[src/rtl/invaders_pkg.sv]
// Shared state encoding and default geometry for the invaders game-logic blocks.
// Constants only: no logic, no latency, no flow control.
package invaders_pkg;

   localparam int COORD_W_DEF    = 10;
   localparam int SCREEN_W_DEF   = 640;
   localparam int N_ENEMY_DEF    = 8;
   localparam int ENEMY_SIZE_DEF = 25;
   localparam int ENEMY_GAP_DEF  = 10;
   localparam int STEP_DOWN_DEF  = 10;
   localparam int SHIP_W_DEF     = 25;
   localparam int SHIP_Y_DEF     = 450;
   localparam int SHIP_H_DEF     = 10;
   localparam int BULLET_LEN_DEF = 25;
   localparam int BULLET_W_DEF   = 3;
   localparam int SCORE_W_DEF    = 8;

   typedef enum logic [1:0] {
      ST_IDLE = 2'd0,
      ST_PLAY = 2'd1,
      ST_WIN  = 2'd2,
      ST_LOSE = 2'd3
   } game_state_e;

endpackage

[src/rtl/rect_hit.sv]
// Point-in-half-open-rectangle test; purely combinational, zero latency, no flow control.
// Sums are widened so rectangle ends past the coordinate range never wrap.
module rect_hit #(
   parameter int COORD_W = 10
) (
   input  logic [COORD_W-1:0] px_i,
   input  logic [COORD_W-1:0] py_i,
   input  logic [COORD_W:0]   rx_i,
   input  logic [COORD_W:0]   ry_i,
   input  logic [COORD_W:0]   rw_i,
   input  logic [COORD_W:0]   rh_i,
   output logic               hit_o
);

   logic [COORD_W+1:0] px_w, py_w, x_lo, y_lo, x_hi, y_hi;

   assign px_w = {2'b00, px_i};
   assign py_w = {2'b00, py_i};
   assign x_lo = {1'b0, rx_i};
   assign y_lo = {1'b0, ry_i};
   assign x_hi = {1'b0, rx_i} + {1'b0, rw_i};
   assign y_hi = {1'b0, ry_i} + {1'b0, rh_i};

   assign hit_o = (px_w >= x_lo) && (px_w < x_hi) && (py_w >= y_lo) && (py_w < y_hi);

endmodule

[src/rtl/invader_wave_core.sv]
// Invaders game logic: formation of N_ENEMY enemies, ship, bullet, score and game FSM.
// State advances on iTick only; pixel flags are combinational (zero latency); no backpressure.
module invader_wave_core
   import invaders_pkg::*;
#(
   parameter int COORD_W    = COORD_W_DEF,
   parameter int SCREEN_W   = SCREEN_W_DEF,
   parameter int N_ENEMY    = N_ENEMY_DEF,
   parameter int ENEMY_SIZE = ENEMY_SIZE_DEF,
   parameter int ENEMY_GAP  = ENEMY_GAP_DEF,
   parameter int STEP_DOWN  = STEP_DOWN_DEF,
   parameter int SHIP_W     = SHIP_W_DEF,
   parameter int SHIP_Y     = SHIP_Y_DEF,
   parameter int SHIP_H     = SHIP_H_DEF,
   parameter int BULLET_LEN = BULLET_LEN_DEF,
   parameter int BULLET_W   = BULLET_W_DEF,
   parameter int SCORE_W    = SCORE_W_DEF
) (
   input  logic               iClock,
   input  logic               iReset,
   input  logic               iTick,
   input  logic               iLeft,
   input  logic               iRight,
   input  logic               iFire,
   input  logic               iStart,
   input  logic [COORD_W-1:0] iX,
   input  logic [COORD_W-1:0] iY,
   output logic [1:0]         oState,
   output logic [SCORE_W-1:0] oScore,
   output logic [N_ENEMY-1:0] oAlive,
   output logic               oShip,
   output logic               oBullet,
   output logic               oEnemy,
   output logic               oHitPulse
);

   localparam logic [COORD_W:0]   FW_W       = (COORD_W+1)'(N_ENEMY*ENEMY_SIZE + (N_ENEMY-1)*ENEMY_GAP);
   localparam logic [COORD_W:0]   SCREEN_W_W = (COORD_W+1)'(SCREEN_W);
   localparam logic [COORD_W:0]   ESIZE_W    = (COORD_W+1)'(ENEMY_SIZE);
   localparam logic [COORD_W:0]   SHIP_Y_W   = (COORD_W+1)'(SHIP_Y);
   localparam logic [COORD_W:0]   SHIP_W_W   = (COORD_W+1)'(SHIP_W);
   localparam logic [COORD_W:0]   SHIP_H_W   = (COORD_W+1)'(SHIP_H);
   localparam logic [COORD_W:0]   BUL_W_W    = (COORD_W+1)'(BULLET_W);
   localparam logic [COORD_W:0]   BUL_LEN_W  = (COORD_W+1)'(BULLET_LEN);
   localparam logic [COORD_W-1:0] SHIP_X0    = COORD_W'((SCREEN_W-SHIP_W)/2);
   localparam logic [COORD_W-1:0] SHIP_X_MAX = COORD_W'(SCREEN_W-SHIP_W);
   localparam logic [COORD_W-1:0] BUL_X_OFS  = COORD_W'(SHIP_W/2);
   localparam logic [COORD_W-1:0] BUL_Y0     = COORD_W'(SHIP_Y-BULLET_LEN);
   localparam logic [COORD_W-1:0] STEP_W     = COORD_W'(STEP_DOWN);

   game_state_e        state_q, state_d;
   logic [SCORE_W-1:0] score_q, score_d;
   logic [N_ENEMY-1:0] alive_q, alive_d;
   logic [COORD_W-1:0] form_x_q, form_x_d, form_y_q, form_y_d;
   logic [COORD_W-1:0] ship_x_q, ship_x_d;
   logic [COORD_W-1:0] bul_x_q, bul_x_d, bul_y_q, bul_y_d;
   logic               dir_left_q, dir_left_d;
   logic               bul_act_q, bul_act_d;
   logic               hit_q, hit_d;

   logic [N_ENEMY-1:0] pix_hit, tip_hit, kill_mask;
   logic [COORD_W:0]   form_x_end;
   logic               ship_pix, bul_pix;

   // Each enemy gets two comparators: one against the raster pixel, one against the bullet tip.
   for (genvar gi = 0; gi < N_ENEMY; gi++) begin : g_enemy
      logic [COORD_W:0] ex;
      assign ex = {1'b0, form_x_q} + (COORD_W+1)'(gi*(ENEMY_SIZE+ENEMY_GAP));

      rect_hit #(.COORD_W(COORD_W)) u_pix (
         .px_i(iX), .py_i(iY), .rx_i(ex), .ry_i({1'b0, form_y_q}),
         .rw_i(ESIZE_W), .rh_i(ESIZE_W), .hit_o(pix_hit[gi])
      );
      rect_hit #(.COORD_W(COORD_W)) u_tip (
         .px_i(bul_x_q), .py_i(bul_y_q), .rx_i(ex), .ry_i({1'b0, form_y_q}),
         .rw_i(ESIZE_W), .rh_i(ESIZE_W), .hit_o(tip_hit[gi])
      );
   end

   rect_hit #(.COORD_W(COORD_W)) u_ship (
      .px_i(iX), .py_i(iY), .rx_i({1'b0, ship_x_q}), .ry_i(SHIP_Y_W),
      .rw_i(SHIP_W_W), .rh_i(SHIP_H_W), .hit_o(ship_pix)
   );
   rect_hit #(.COORD_W(COORD_W)) u_bullet (
      .px_i(iX), .py_i(iY), .rx_i({1'b0, bul_x_q}), .ry_i({1'b0, bul_y_q}),
      .rw_i(BUL_W_W), .rh_i(BUL_LEN_W), .hit_o(bul_pix)
   );

   // Only the lowest-index alive enemy under the tip is destroyed.
   always_comb begin
      kill_mask = '0;
      for (int i = 0; i < N_ENEMY; i++) begin
         if (tip_hit[i] && alive_q[i] && (kill_mask == '0)) kill_mask[i] = 1'b1;
      end
   end

   assign form_x_end = {1'b0, form_x_q} + FW_W;

   always_comb begin
      state_d    = state_q;
      score_d    = score_q;
      alive_d    = alive_q;
      form_x_d   = form_x_q;
      form_y_d   = form_y_q;
      dir_left_d = dir_left_q;
      ship_x_d   = ship_x_q;
      bul_act_d  = bul_act_q;
      bul_x_d    = bul_x_q;
      bul_y_d    = bul_y_q;
      hit_d      = 1'b0;
      if (iTick) begin
         case (state_q)
            ST_PLAY: begin
               if (iLeft && !iRight && (ship_x_q != '0)) ship_x_d = ship_x_q - 1'b1;
               else if (iRight && !iLeft && (ship_x_q < SHIP_X_MAX)) ship_x_d = ship_x_q + 1'b1;

               if (!bul_act_q) begin
                  if (iFire) begin
                     bul_act_d = 1'b1;
                     bul_x_d   = ship_x_q + BUL_X_OFS;
                     bul_y_d   = BUL_Y0;
                  end
               end else if (kill_mask != '0) begin
                  alive_d   = alive_q & ~kill_mask;
                  bul_act_d = 1'b0;
                  hit_d     = 1'b1;
                  if (score_q != '1) score_d = score_q + 1'b1;
               end else if (bul_y_q == '0) begin
                  bul_act_d = 1'b0;
               end else begin
                  bul_y_d = bul_y_q - 1'b1;
               end

               if (!dir_left_q && (form_x_end == SCREEN_W_W)) begin
                  dir_left_d = 1'b1;
                  form_y_d   = form_y_q + STEP_W;
               end else if (dir_left_q && (form_x_q == '0)) begin
                  dir_left_d = 1'b0;
                  form_y_d   = form_y_q + STEP_W;
               end else if (dir_left_q) begin
                  form_x_d = form_x_q - 1'b1;
               end else begin
                  form_x_d = form_x_q + 1'b1;
               end

               if (alive_d == '0) state_d = ST_WIN;
               else if (({1'b0, form_y_q} + ESIZE_W) >= SHIP_Y_W) state_d = ST_LOSE;
            end
            default: begin
               if (iStart) begin
                  state_d    = ST_PLAY;
                  score_d    = '0;
                  alive_d    = '1;
                  form_x_d   = '0;
                  form_y_d   = '0;
                  dir_left_d = 1'b0;
                  ship_x_d   = SHIP_X0;
                  bul_act_d  = 1'b0;
                  bul_x_d    = '0;
                  bul_y_d    = '0;
               end
            end
         endcase
      end
   end

   always_ff @(posedge iClock) begin
      if (iReset) begin
         state_q    <= ST_IDLE;
         score_q    <= '0;
         alive_q    <= '1;
         form_x_q   <= '0;
         form_y_q   <= '0;
         dir_left_q <= 1'b0;
         ship_x_q   <= SHIP_X0;
         bul_act_q  <= 1'b0;
         bul_x_q    <= '0;
         bul_y_q    <= '0;
         hit_q      <= 1'b0;
      end else begin
         state_q    <= state_d;
         score_q    <= score_d;
         alive_q    <= alive_d;
         form_x_q   <= form_x_d;
         form_y_q   <= form_y_d;
         dir_left_q <= dir_left_d;
         ship_x_q   <= ship_x_d;
         bul_act_q  <= bul_act_d;
         bul_x_q    <= bul_x_d;
         bul_y_q    <= bul_y_d;
         hit_q      <= hit_d;
      end
   end

   assign oState    = state_q;
   assign oScore    = score_q;
   assign oAlive    = alive_q;
   assign oHitPulse = hit_q;
   assign oShip     = ship_pix;
   assign oBullet   = bul_act_q && bul_pix;
   assign oEnemy    = |(pix_hit & alive_q);

endmodule

[config.mk]
export PLATFORM = sky130hd
export DESIGN_NAME = invader_wave_core
export DESIGN_NICKNAME = d
export VERILOG_FILES = /design/src/rtl/invaders_pkg.sv /design/src/rtl/rect_hit.sv /design/src/rtl/invader_wave_core.sv
export SDC_FILE = /design/constraint.sdc
export NUM_CORES = 1
export LEC_CHECK = 0
export CORE_AREA = 10 10 249 251
export DETAILED_ROUTE_END_ITERATION = 7
export DIE_AREA = 0 0 259 261
export GPL_TIMING_DRIVEN = 0
export PLACE_DENSITY_LB_ADDON = 0.12
export SYNTH_ARGS = -nofsm -noshare
export SYNTH_HDL_FRONTEND = slang
export SYNTH_HIERARCHICAL = 1
export SYNTH_SLANG_ARGS = --single-unit
[constraint.sdc]
create_clock -name iClock -period 8.8 [get_ports iClock]
set_input_delay 0.88 -clock iClock [delete_from_list [all_inputs] [get_ports iClock]]
set_output_delay 0.88 -clock iClock [all_outputs]
set_load 0.01 [all_outputs]
==> results.sh <==
export IMPL_drive_gt1_share_pct=4.51
export IMPL_worst_hold_path_type="flop to flop"
export IMPL_crit_path_top_delay_cell="dfxtp_2"
export IMPL_die_h_um=261
export IMPL_routabilityCongestion=0.988
export IMPL_worst_r2r_cell_count=21
export IMPL_synth_ff_type="dfxtp_1"
export IMPL_finClkSkew_ns=0.00574
export IMPL_drv_slew=41
export IMPL_final_antenna_net_count=0
export IMPL_hold_buffers=0
export IMPL_hpwl_um=80700
export IMPL_period_share_pct=95.3
export IMPL_period_needed_ns=8.39
export IMPL_dp_slack_ns=-0.199
export IMPL_power_density_nw_per_um2=57.7
export IMPL_violations="max-capacitance violations, max-slew violations"
export IMPL_cp_common_cell="ha_1"
export IMPL_antenna_found_initial=1
export IMPL_crit_required_ns=7.92
export IMPL_grt_pass1_wl_um=174000
export IMPL_hold_viol_final=0
export IMPL_synth_edff_count=0
export IMPL_drt_pass1_iterations=8
export IMPL_vias_per_cell=6.00
export IMPL_port_buffers=47
export IMPL_grt_usage_pct=31.1
export IMPL_relSlewSlack_pct=-1.97
export IMPL_start_util_pct=65.3
export IMPL_max_stage_delay_ns=0.77
export IMPL_die_area_um2=67600
export IMPL_diodes=0
export IMPL_tightestPinTransition_ns=1.53
export IMPL_tns_ns=0
export IMPL_path_buf_inv=5
export IMPL_ys_seq_elements=70
export IMPL_route_detailed_drc=0
export IMPL_rsz0062_at_grt="no"
export IMPL_max_freq_ghz=0.119
export IMPL_async_flop_share_pct=0
export IMPL_dp_cells=6090
export IMPL_path_cells="clkbuf_1 > clkinvlp_4 > buf_4 > ha_1 > xnor2_1 > inv_1 > ha_1 > o21ai_0 > o21bai_1 > a21oi_1 > xnor2_1 > ha_1 > a21o_1 > a21o_1 > a2111oi_0 > a221oi_1 > nor4_2 > a22oi_1 > nand4_1 > clkdlybuf4s50_1"
export IMPL_grt_max_degree=35
export IMPL_avgSynthCellArea_um2=7.87
export IMPL_ys_seq_area_share_pct=3.75
export IMPL_synth_xor_area_share_pct=7.81
export IMPL_synth_top_cell_area_share_pct=37.5
export IMPL_drt_iter0_drc=2435
export IMPL_crit_path_start_kind="flop"
export IMPL_ir_drop_mv=0.111
export IMPL_rows=88
export IMPL_cts_tree="yes"
export IMPL_syn_area_um2=37300
export IMPL_power_leakage_nw=20.0
export IMPL_path_max_fanout=19
export IMPL_ys_warnings_count=6
export IMPL_clock_sinks=70
export IMPL_yosys_area_share_adder_pct=39.6
export IMPL_grt_ovfl_total=0
export IMPL_core_um2=57100
export IMPL_grt_pass1_vias=34460
export IMPL_h_tree_depth=3
export IMPL_arrival_ns=7.51
export IMPL_cts_max_path_buffers=2
export IMPL_totalWireLength_um=108000
export IMPL_fin_cells=6110
export IMPL_clk_pin_slew_ns=0.06
export IMPL_worst_setup_path_type="flop to output port"
export IMPL_nNetsFinal=6525
export IMPL_synthTopCellsByArea="ha_1 (38%), inv_1 (5.2%), a21oi_1 (4.8%)"
export IMPL_die_w_um=259
export IMPL_status="complete, but fails checks"
export IMPL_yosysTopAreaCell="ha_1"
export IMPL_worst_path_stages=20
export IMPL_wl_per_cell_um=17.7
export IMPL_area_delta_synth_final_pct=10.4
export IMPL_setup_viol=0
export IMPL_synth_compound_area_share_pct=27.8
export IMPL_crit_path_end_kind="output port"
export IMPL_path_delay_family="buffers and inverters"
export IMPL_io_pins=49
export IMPL_clk_root_buffer_cell="clkbuf_16"
export IMPL_synth_top_family_by_area="adder cells"
export IMPL_vias=36679
export IMPL_synth_cell_type_count=91
export IMPL_clock_latency_ns=0.35
export IMPL_synthMuxAreaShare_pct=0.352
export IMPL_cts_buffers=9
export IMPL_cap_violations=3
export IMPL_whs_path_depth=2
export IMPL_synthSimpleGateAreaFrac_pct=15.1
export IMPL_finalWorstSetupSlack_ns=0.413
export IMPL_syn_inst=4743
-- registers in the layout (all words and copies together), names as in the netlist --
name / flops
bul_y_q: 10
form_y_q: 9
dir_left_q: 1
oHitPulse: 1
oAlive: 8
oState: 2
form_x_q: 10
bul_x_q: 10
oScore: 8
bul_act_q: 1
ship_x_q: 10
-- what timing repair did --
| action | CTS | global route |
|---|---|---|
| buffers inserted | 0 | 3 |
| gates resized for setup | 3 | 1 |
| setup endpoints to repair | 2 | 1 |
| cloned | 0 | 1 |
-- worst register-to-register path, delay by kind of cell, from the launching register on --
kind / cells / cell delay [ns]
flip-flops: 1 / 0.77
AO/OA/AOI/OAI: 10 / 2.76
buffers and inverters: 3 / 1.35
AND/OR/NAND/NOR: 5 / 1.26
adder cells (fa/ha/maj): 3 / 1.55
-- cell type report --
class	count	area (um2)
plain buffers	35	133
fillers	4846	15900
multi-input cells	4646	35800
clock inverters	7	62.6
clock buffers	9	225
repair buffers	59	628
flip-flops and latches	70	1420
well taps	765	957
inverters	518	1950
repair inverters	1	5.00
-- synth_stat cells (75+ instances only) --
cell type	number
ha_1	1120
inv_1	517
a21oi_1	358
o21ai_0	311
nor2_1	302
nand2_1	196
xor2_1	193
a21o_1	153
xnor2_1	140
o21a_1	114
nand3_1	110
nor3_1	105
o211ai_1	88
nand2b_1	81
nor2b_1	75
-- cell families after synthesis --
logic type	Yosys count
buffers and inverters	553
adder cells (fa/ha/maj)	1158
other	2
AO/OA/AOI/OAI	1504
AND/OR/NAND/NOR	1110
flip-flops	70
XOR/XNOR	333
multiplexers	13
-- path summary, 6_finish.rpt --
| check | end | slack [ns] | startpoint |
|---|---|---|---|
| max | oEnemy | 0.41 | form_x_q[0] |
| min reg2reg | form_y_q[1] | 0.50 | form_y_q[1] |
| max reg2reg | bul_y_q[9] | 1.04 | form_x_q[0] |
| min | form_y_q[1] | 0.50 | form_y_q[1] |
-- placed cells by master, fill, tap and decap left out, types with 75 or more instances in the layout --
cell and instances:
a21oi_1 358, o211ai_1 88, o21ai_0 311, ha_1 1119, a21o_1 153, inv_1 516
nand3_1 110, xor2_1 193, nor2_1 302, nand2b_1 81, conb_1 528, o21a_1 114
nand2_1 196, nor3_1 105, xnor2_1 140, nor2b_1 75
-- per-layer routing --
layer / global-route usage [%] / wire (um) / share of wire [%]
met5: 0 / 13 / 0.012
met4: 12.8 / 4950 / 4.6
met3: 4.92 / 8100 / 7.5
met2: 54.0 / 49400 / 46
met1: 37.7 / 45600 / 42
-- through the flow --
stage	hold slack (ns)	cell area, um2	utilization [%]	power [mW]
floorplan	0.520	39300	-	1.58
global placement	0.511	40700	71.3	1.91
detailed placement	0.493	40900	71.5	1.97
CTS	0.502	41200	72.1	2.32
global route	0.517	41200	72.1	2.63
finish	0.504	41200	72.1	2.38
-- where the power goes --
group          total, mW  switching [mW]  internal, mW
clock              0.354           0.157         0.197
combinational       1.63           0.917         0.708
sequential         0.397          0.0713         0.326
total               2.38            1.15          1.23
(Power assumes the default switching activity.)
